--- config.mk ---
export PLATFORM = sky130hd
export DESIGN_NAME = pipe_skid_reg
export DESIGN_NICKNAME = d
export VERILOG_FILES = /design/src/rtl/pipe_pkg.sv /design/src/rtl/pipe_sat_counter.sv /design/src/rtl/pipe_skid_reg.sv
export SDC_FILE = /design/constraint.sdc
export NUM_CORES = 1
export LEC_CHECK = 0
export ABC_AREA = 0
export BUFFER_PORTS_ARGS = -buffer_cell sky130_fd_sc_hd__buf_2
export CORE_MARGIN = 2
export CORE_UTILIZATION = 50
export CTS_CLUSTER_SIZE = 20
export DETAILED_ROUTE_END_ITERATION = 7
export GPL_TIMING_DRIVEN = 0
export PLACE_DENSITY = 0.72
export SLEW_MARGIN = 15
export SYNTH_ARGS = -nofsm -noshare
export SYNTH_HDL_FRONTEND = slang
export SYNTH_HIERARCHICAL = 1
export SYNTH_SLANG_ARGS = --single-unit
--- constraint.sdc ---
create_clock -name clk -period 2.85 [get_ports clk]
set_input_delay 0.7125 -clock clk [delete_from_list [all_inputs] [get_ports clk]]
set_output_delay 0.7125 -clock clk [all_outputs]
set_load 0.05 [all_outputs]
--- src/rtl/pipe_pkg.sv ---
// Shared pipeline-stage definitions: stage occupancy encoding and per-boundary payload widths.
package pipe_pkg;

  typedef enum logic [1:0] {
    EMPTY = 2'b00,
    HALF  = 2'b01,
    FULL  = 2'b10
  } pipe_state_t;

  // IF/ID carries pc4 + pc + instruction + prediction.
  localparam int IFID_W  = 97;
  localparam int IDEX_W  = 180;
  localparam int EXMEM_W = 110;
  localparam int MEMWB_W = 72;

endpackage

--- src/rtl/pipe_sat_counter.sv ---
// Saturating up-counter with asynchronous active-low reset; shared by performance counters.
module pipe_sat_counter #(
  parameter int CNT_W = 16
) (
  input  logic             clk,
  input  logic             rst,
  input  logic             inc,
  output logic [CNT_W-1:0] count
);

  always_ff @(posedge clk or negedge rst) begin
    if (!rst) begin
      count <= '0;
    end else if (inc && (count != {CNT_W{1'b1}})) begin
      count <= count + 1'b1;
    end
  end

endmodule

--- src/rtl/pipe_skid_reg.sv ---
// Pipeline-stage register with two-entry skid buffer, registered in_ready and synchronous flush.
// Optional output-stall counter enabled by defining PIPE_SKID_STATS_EN.
module pipe_skid_reg
  import pipe_pkg::*;
#(
  parameter int WIDTH = IFID_W,
  parameter int CNT_W = 16
) (
  input  logic             clk,
  input  logic             rst,
  input  logic             flush,
  input  logic             in_valid,
  output logic             in_ready,
  input  logic [WIDTH-1:0] in_data,
  output logic             out_valid,
  input  logic             out_ready,
`ifdef PIPE_SKID_STATS_EN
  output logic [CNT_W-1:0] stall_cnt,
`endif
  output logic [WIDTH-1:0] out_data
);

  pipe_state_t      state_p0, state_nx;
  logic [WIDTH-1:0] main_p0, main_nx;
  logic [WIDTH-1:0] skid_p0, skid_nx;
  logic             in_ready_p0;
  logic             in_fire, out_fire;

  assign out_valid = (state_p0 != EMPTY);
  assign out_data  = main_p0;
  assign in_ready  = in_ready_p0;
  assign in_fire   = in_valid & in_ready_p0;
  assign out_fire  = out_valid & out_ready;

  // Main register is cleared whenever the stage drains so a bubble reads as a zero word.
  always_comb begin
    state_nx = state_p0;
    main_nx  = main_p0;
    skid_nx  = skid_p0;
    if (flush) begin
      state_nx = EMPTY;
      main_nx  = '0;
      skid_nx  = '0;
    end else begin
      case (state_p0)
        EMPTY: begin
          if (in_fire) begin
            state_nx = HALF;
            main_nx  = in_data;
          end
        end
        HALF: begin
          if (in_fire && !out_fire) begin
            state_nx = FULL;
            skid_nx  = in_data;
          end else if (in_fire && out_fire) begin
            main_nx  = in_data;
          end else if (out_fire) begin
            state_nx = EMPTY;
            main_nx  = '0;
          end
        end
        FULL: begin
          if (out_fire) begin
            state_nx = HALF;
            main_nx  = skid_p0;
            skid_nx  = '0;
          end
        end
        default: begin
          state_nx = EMPTY;
          main_nx  = '0;
          skid_nx  = '0;
        end
      endcase
    end
  end

  // ---- stage register boundary ----
  always_ff @(posedge clk or negedge rst) begin
    if (!rst) begin
      state_p0    <= EMPTY;
      main_p0     <= '0;
      skid_p0     <= '0;
      in_ready_p0 <= 1'b0;
    end else begin
      state_p0    <= state_nx;
      main_p0     <= main_nx;
      skid_p0     <= skid_nx;
      in_ready_p0 <= (state_nx != FULL);
    end
  end

`ifdef PIPE_SKID_STATS_EN
  pipe_sat_counter #(
    .CNT_W (CNT_W)
  ) u_stall_cnt (
    .clk   (clk),
    .rst   (rst),
    .inc   (out_valid & ~out_ready),
    .count (stall_cnt)
  );
`endif

endmodule

==> metrics.cfg, run 1 <==
[floorplanning]
pin_count=201
die-area_um2=20600
core_um2=19300
initial_core_util_pct=50.5
die_w_um=144
die_h_um=144
rows=51

[worst_setup_path]
worstPathArrival_ps=2020
cp_max_fo=10
cp-start-kind=flop
worstSetupPathType=reg2out
setup.worst_path.end_class=primary output
critical_path_required_ps=2140

[min_path]
hp-class=in2async

[synthesis]
synth_cell_types=28
yosys.area.top_type=dfrtp_1
yosysSeqAreaShare_pct=50.6
synth_area_leaders=dfrtp_1, mux2i_1, a22o_1
synth_compound_area_share_pct=22.9
synth_adder_area_share_pct=0
synth_top_family_by_area=compound AO/OA/AOI/OAI gates
synthXorXnorAreaFrac_pct=0.0899
syn-num-nets=997
syn_inst=895
ys_warn_count=6
syn_area_um2=9740
synthSimpleGateAreaFrac_pct=12.1
synthMuxAreaShare_pct=9.97
ys_seq_elements=197
synth_top_area_share_pct=50.6
postSynthAreaPerCell_um2=10.9

[routing]
dr.pass1.iters=5
post_drt_wl_per_cell_um=18.8
wirelength_um=26400
num_vias=8138
drt_iter0_drc=627
drtAntennaViolNets=0
detail_route.vias_per_cell=5.82
drc=0

[placement]
dpl-instance-area_um2=11100
place_inst=1362
gp_congestion=0.767
portBuffers=200
hpwlAfterDp_um=17900

[global_routing]
grt_pass1_wl_um=41300
track_usage_pct=25.5
antenna_found_initial=7
grt_overflow=0
grt_max_degree=91
grt_pass1_vias=7802

[clocking]
clockBufferDepth=2
clk_latency_ps=440
clkTransAtPathRegs_ps=80
numCtsBuffers=17
cts_sinks=197
cts_tree=built
cts_resized=3
htree_levels=4
cts-root-buf=clkbuf_16
hold_buffers=0
post_cts_buffers=0

[power]
p_leak_nw=5.20
p_per_area_nw_per_um2=589
ir_worst_vdd_mv=0.444
totalPowerFinal_mw=6.92

[timing]
fmax_ghz=0.365
finalCriticalPeriod_ps=2740
drv_slew=0
slew-limit-headroom_pct=44.8
setup_tns_ps=0
setup_violations=0
worstMarginPinSlew_ps=829
hold_violations=0
timing.final.crit_share_pct=96.0
fin_worst_skew_ps=8.11
rsz0062_at_grt=false

[final_layout]
fin_area_um2=11800
drive_gt1_share_pct=23.6
syn2layout_area_growth_pct=20.7
final-instance-count-excl-fill=1399
nets=1217
fillers=1689

[status]
status=finished clean

[run]
max_cap_violations=0

[path summary, 6_finish.rpt]
kind | startpoint | endpoint | slack [ps] | cells after the start
setup / recovery | state_p0[1]$_DFF_PN0_ | out_valid | 110 | 5
hold / removal | rst | out_data[14]$_DFFE_PN0P_ | 180 | 1
max in group asynchronous | rst | skid_p0[1]$_DFFE_PN0P_ | 1540 | 3
setup reg to reg | state_p0[0]$_DFF_PN0_ | out_data[36]$_DFFE_PN0P_ | 350 | 7
min in group clk | out_data[21]$_DFFE_PN0P_ | out_data[21]$_DFFE_PN0P_ | 500 | 1
hold reg to reg | out_data[21]$_DFFE_PN0P_ | out_data[21]$_DFFE_PN0P_ | 500 | 1
[metal layers]
| metal | global-route usage, % | wire length [µm] |
|---|---|---|
| met5 | 0 | 7 |
| met4 | 7.74 | 431 |
| met3 | 5.10 | 1650 |
| met2 | 38.9 | 12000 |
| met1 | 36.8 | 12300 |
[layout by cell type, fill, tap and decap left out, types with 6 or more instances in the layout]
cell type / count
buf_2: 219
dfrtp_1: 197
nand2b_1: 98
o21ai_0: 98
mux2i_1: 97
o2bb2ai_1: 97
a22o_1: 97
nand3_1: 97
clkbuf_1: 53
clkbuf_16: 17
buf_1: 12
diode_2: 6
[registers in the layout, indices dropped and copies added (netlist names)]
signal    flops
in_ready      1
out_data     97
state_p0      2
skid_p0      97
[critical path, cell delays in order, from the launching register on]
cell,delay [ps]
dfrtp_1,420
buf_4,220
buf_4,210
buf_4,210
or2_2,300
buf_2,210
[logic make-up (layout without fill, tap and decap cells)]
kind of cell              Yosys count  in the layout
AOI/OAI and AO/OA                 297            297
xor gates and xnor gates            1              1
buffers and inverters              97            330
DFF                               197            197
muxes                              97             97
other                               0              6
and+or+nand+nor                   206            206
[layout make-up]
class                      instances  area (µm²)  area share, %
sequential                       197        4930           41.9
multi-input combinational        601        4380           37.3
timing repair buffer             202        1070           9.07
clock buffer                      19         453           3.85
buffer                            94         424           3.61
tap                              265         332           2.82
clock inverter                    13         145           1.23
antenna                            6        15.0          0.128
inverter                           2        7.51         0.0639
[Yosys cell counts]
cell       instances
xor2_1             1
o21ai_0           98
buf_6              4
buf_2             23
or3_1              1
or2_2              1
nand3_1           97
a211o_1            1
o22a_1             1
o2bb2ai_1         97
and3b_1            2
a22o_1            97
nand2b_1          98
a21oi_1            1
clkbuf_1          54
nand4b_1           1
inv_1              2
o21a_1             1
nor3b_2            1
buf_4              1
or2_1              1
buf_1             13
mux2i_1           97
nor2b_1            1
dfrtp_1          197
nor2_1             2
a21oi_2            1
nand2_1            1
[power breakdown]
group	internal (mW)	switching (mW)	leakage (nW)	total (mW)
logic	0.414	1.03	2.23	1.44
registers	2.94	0.0859	2.69	3.03
clock network	1.28	1.17	0.281	2.45
total	4.64	2.28	5.20	6.92
[metrics by stage]
stage,worst slack [ps],hold WS (ps),utilization [%]
after global placement,-2330,482,57.4
after detailed placement,49.2,486,57.8
final,114,175,61.0
after CTS,9.21,191,60.9
after global routing,32.2,197,60.9
after floorplan,695,417,-
(Power assumes the default switching activity.)
==> run 2: changes to the inputs <==
--- a/config.mk
+++ b/config.mk
@@ -8,11 +8,11 @@
 export ABC_AREA = 0
 export BUFFER_PORTS_ARGS = -buffer_cell sky130_fd_sc_hd__buf_2
 export CORE_MARGIN = 2
-export CORE_UTILIZATION = 50
+export CORE_UTILIZATION = 55
 export CTS_CLUSTER_SIZE = 20
 export DETAILED_ROUTE_END_ITERATION = 7
 export GPL_TIMING_DRIVEN = 0
-export PLACE_DENSITY = 0.72
+export PLACE_DENSITY = 0.78
 export SLEW_MARGIN = 15
 export SYNTH_ARGS = -nofsm -noshare
 export SYNTH_HDL_FRONTEND = slang
==> run 2 against run 1 <==
- count of clock-buffer cells in the layout rose by 1
- hold slack improved by 83 ps
- register-to-register slack got worse by 60 ps
- design area fell by 0.49%
- worst setup slack improved by 4.2 ps
- clock power rose by 7%
- critical path depth did not move
- critical path type unchanged
==> metrics.cfg, run 2 (same netlist as run 1, synthesis figures left out) <==
[status]
status=finished clean

[global_routing]
antenna_found_initial=3
grt_max_degree=102
grt_pass1_vias=7810
grt_pass1_wl_um=40400
grt_overflow=0
track_usage_pct=27.3

[timing]
fmax_ghz=0.366
setup_violations=0
whs_ps=259
worstMarginPinSlew_ps=805
finalCriticalPeriod_ps=2730
fin_worst_skew_ps=9.35
rsz0062_at_grt=false
drv_slew=0
hold_violations=0
slew-limit-headroom_pct=46.3
timing.final.crit_share_pct=95.9

[clocking]
clockBufferDepth=2
cts_sinks=197
numCtsBuffers=17
htree_levels=4
clk_latency_ps=440
post_cts_buffers=0
cts-root-buf=clkbuf_16
cts_tree=built
clkTransAtPathRegs_ps=70
hold_buffers=0

[min_path]
hp-class=in2async

[final_layout]
final_util_pct=67.6
nets=1216
drive_gt1_share_pct=23.4
layout_commonest_cell=buf_2
syn2layout_area_growth_pct=20.1
layout_common_cells=buf_2, dfrtp_1, nand2b_1, o21ai_0

[worst_setup_path]
cp-start-kind=flop
worstSetupPathType=reg2out
worstPathArrival_ps=2020
r2r_setup_slack_ps=290
worst_r2r_path_depth=7
cp_max_fo=10
r2r-end=out_data[10]$_DFFE_PN0P_
rr_startpoint=state_p0[0]$_DFF_PN0_
setup.worst_path.end_class=primary output
critical_path_required_ps=2140

[routing]
drtAntennaViolNets=0
drt_iter0_drc=677
drc=0
detail_route.vias_per_cell=5.95
wirelength_um=25500
dr.pass1.iters=5
num_vias=8051
post_drt_wl_per_cell_um=18.9

[power]
p_per_area_nw_per_um2=605
ir_worst_vdd_mv=0.434
p_leak_nw=5.22
totalPowerFinal_mw=7.07

[placement]
gp_congestion=0.823
portBuffers=200
hpwlAfterDp_um=17400

[floorplanning]
initial_core_util_pct=56.3
rows=48
die_w_um=137
die-area_um2=18800
core_um2=17300
die_h_um=137
pin_count=201

[run]
max_cap_violations=0

==> run 2: cell types whose count changed in the layout (fill, tap and decap cells not counted) <==
cell,change
clkinv_8,-1
inv_8,-3
clkinv_2,+2
diode_2,-5
clkbuf_1,+1
inv_6,+1
bufinv_16,+3
clkinvlp_4,-4
buf_16,-1
==> run 2: how the worst max path moves through the flow <==
stage	startpoint	to	slack, ps	cells after the start
floorplan	state_p0[0]$_DFF_PN0_	out_valid	690	4
global placement	rst	skid_p0[62]$_DFFE_PN0P_	-2240	1
detailed placement	flush	skid_p0[70]$_DFFE_PN0P_	110	7
CTS	state_p0[1]$_DFF_PN0_	out_valid	30	5
global route	state_p0[0]$_DFF_PN0_	out_valid	10	4
finish	state_p0[1]$_DFF_PN0_	out_valid	120	5
==> run 2: through the flow <==
step / cell area, µm² / worst slack (ps) / instances / TNS, ps
6_report: 11700 / 118 / 1352 / 0
5_1_grt: 11700 / 12.8 / 1352 / 0
2_1_floorplan: 9740 / 695 / 895 / 0
3_5_place_dp: 11100 / 107 / 1321 / 0
4_1_cts: 11700 / 29.2 / 1351 / 0
3_3_place_gp: 11000 / -2240 / 1320 / -438340
==> run 2: cell type report <==
cell class / instances / area, µm²
inverters: 2 / 7.51
multi-input cells: 601 / 4380
diodes: 1 / 2.50
fillers: 1374 / 5600
clock inverters: 11 / 174
repair buffers: 201 / 1040
clock buffers: 20 / 457
well taps: 225 / 282
plain buffers: 94 / 424
flip-flops and latches: 197 / 4930
==> run 2: where the power goes <==
part / internal, mW / leakage, nW / switching [mW]
Sequential: 2.94 / 2.69 / 0.0880
Clock: 1.52 / 0.311 / 1.09
Combinational: 0.410 / 2.22 / 1.02
==> run 2: worst max-delay path: stages, from the launching register on <==
cell	delay, ps
dfrtp_1	430
buf_4	210
buf_4	210
buf_4	210
or2_2	300
buf_2	210
==> run 2: repair_timing <==
item,4_1_cts,5_1_grt
resized for setup,3,2
endpoints found under the setup margin,1,1
hold endpoints to repair,0,0
==> run 2: per-layer routing <==
layer | global-route usage, % | up-vias | share of wire (%)
met4 | 6.36 | 2 | 0.87
li1 | - | 3776 | -
met1 | 38.4 | 3994 | 45
met2 | 43.8 | 261 | 48
met5 | 0 | - | 0.035
met3 | 5.56 | 18 | 6.2
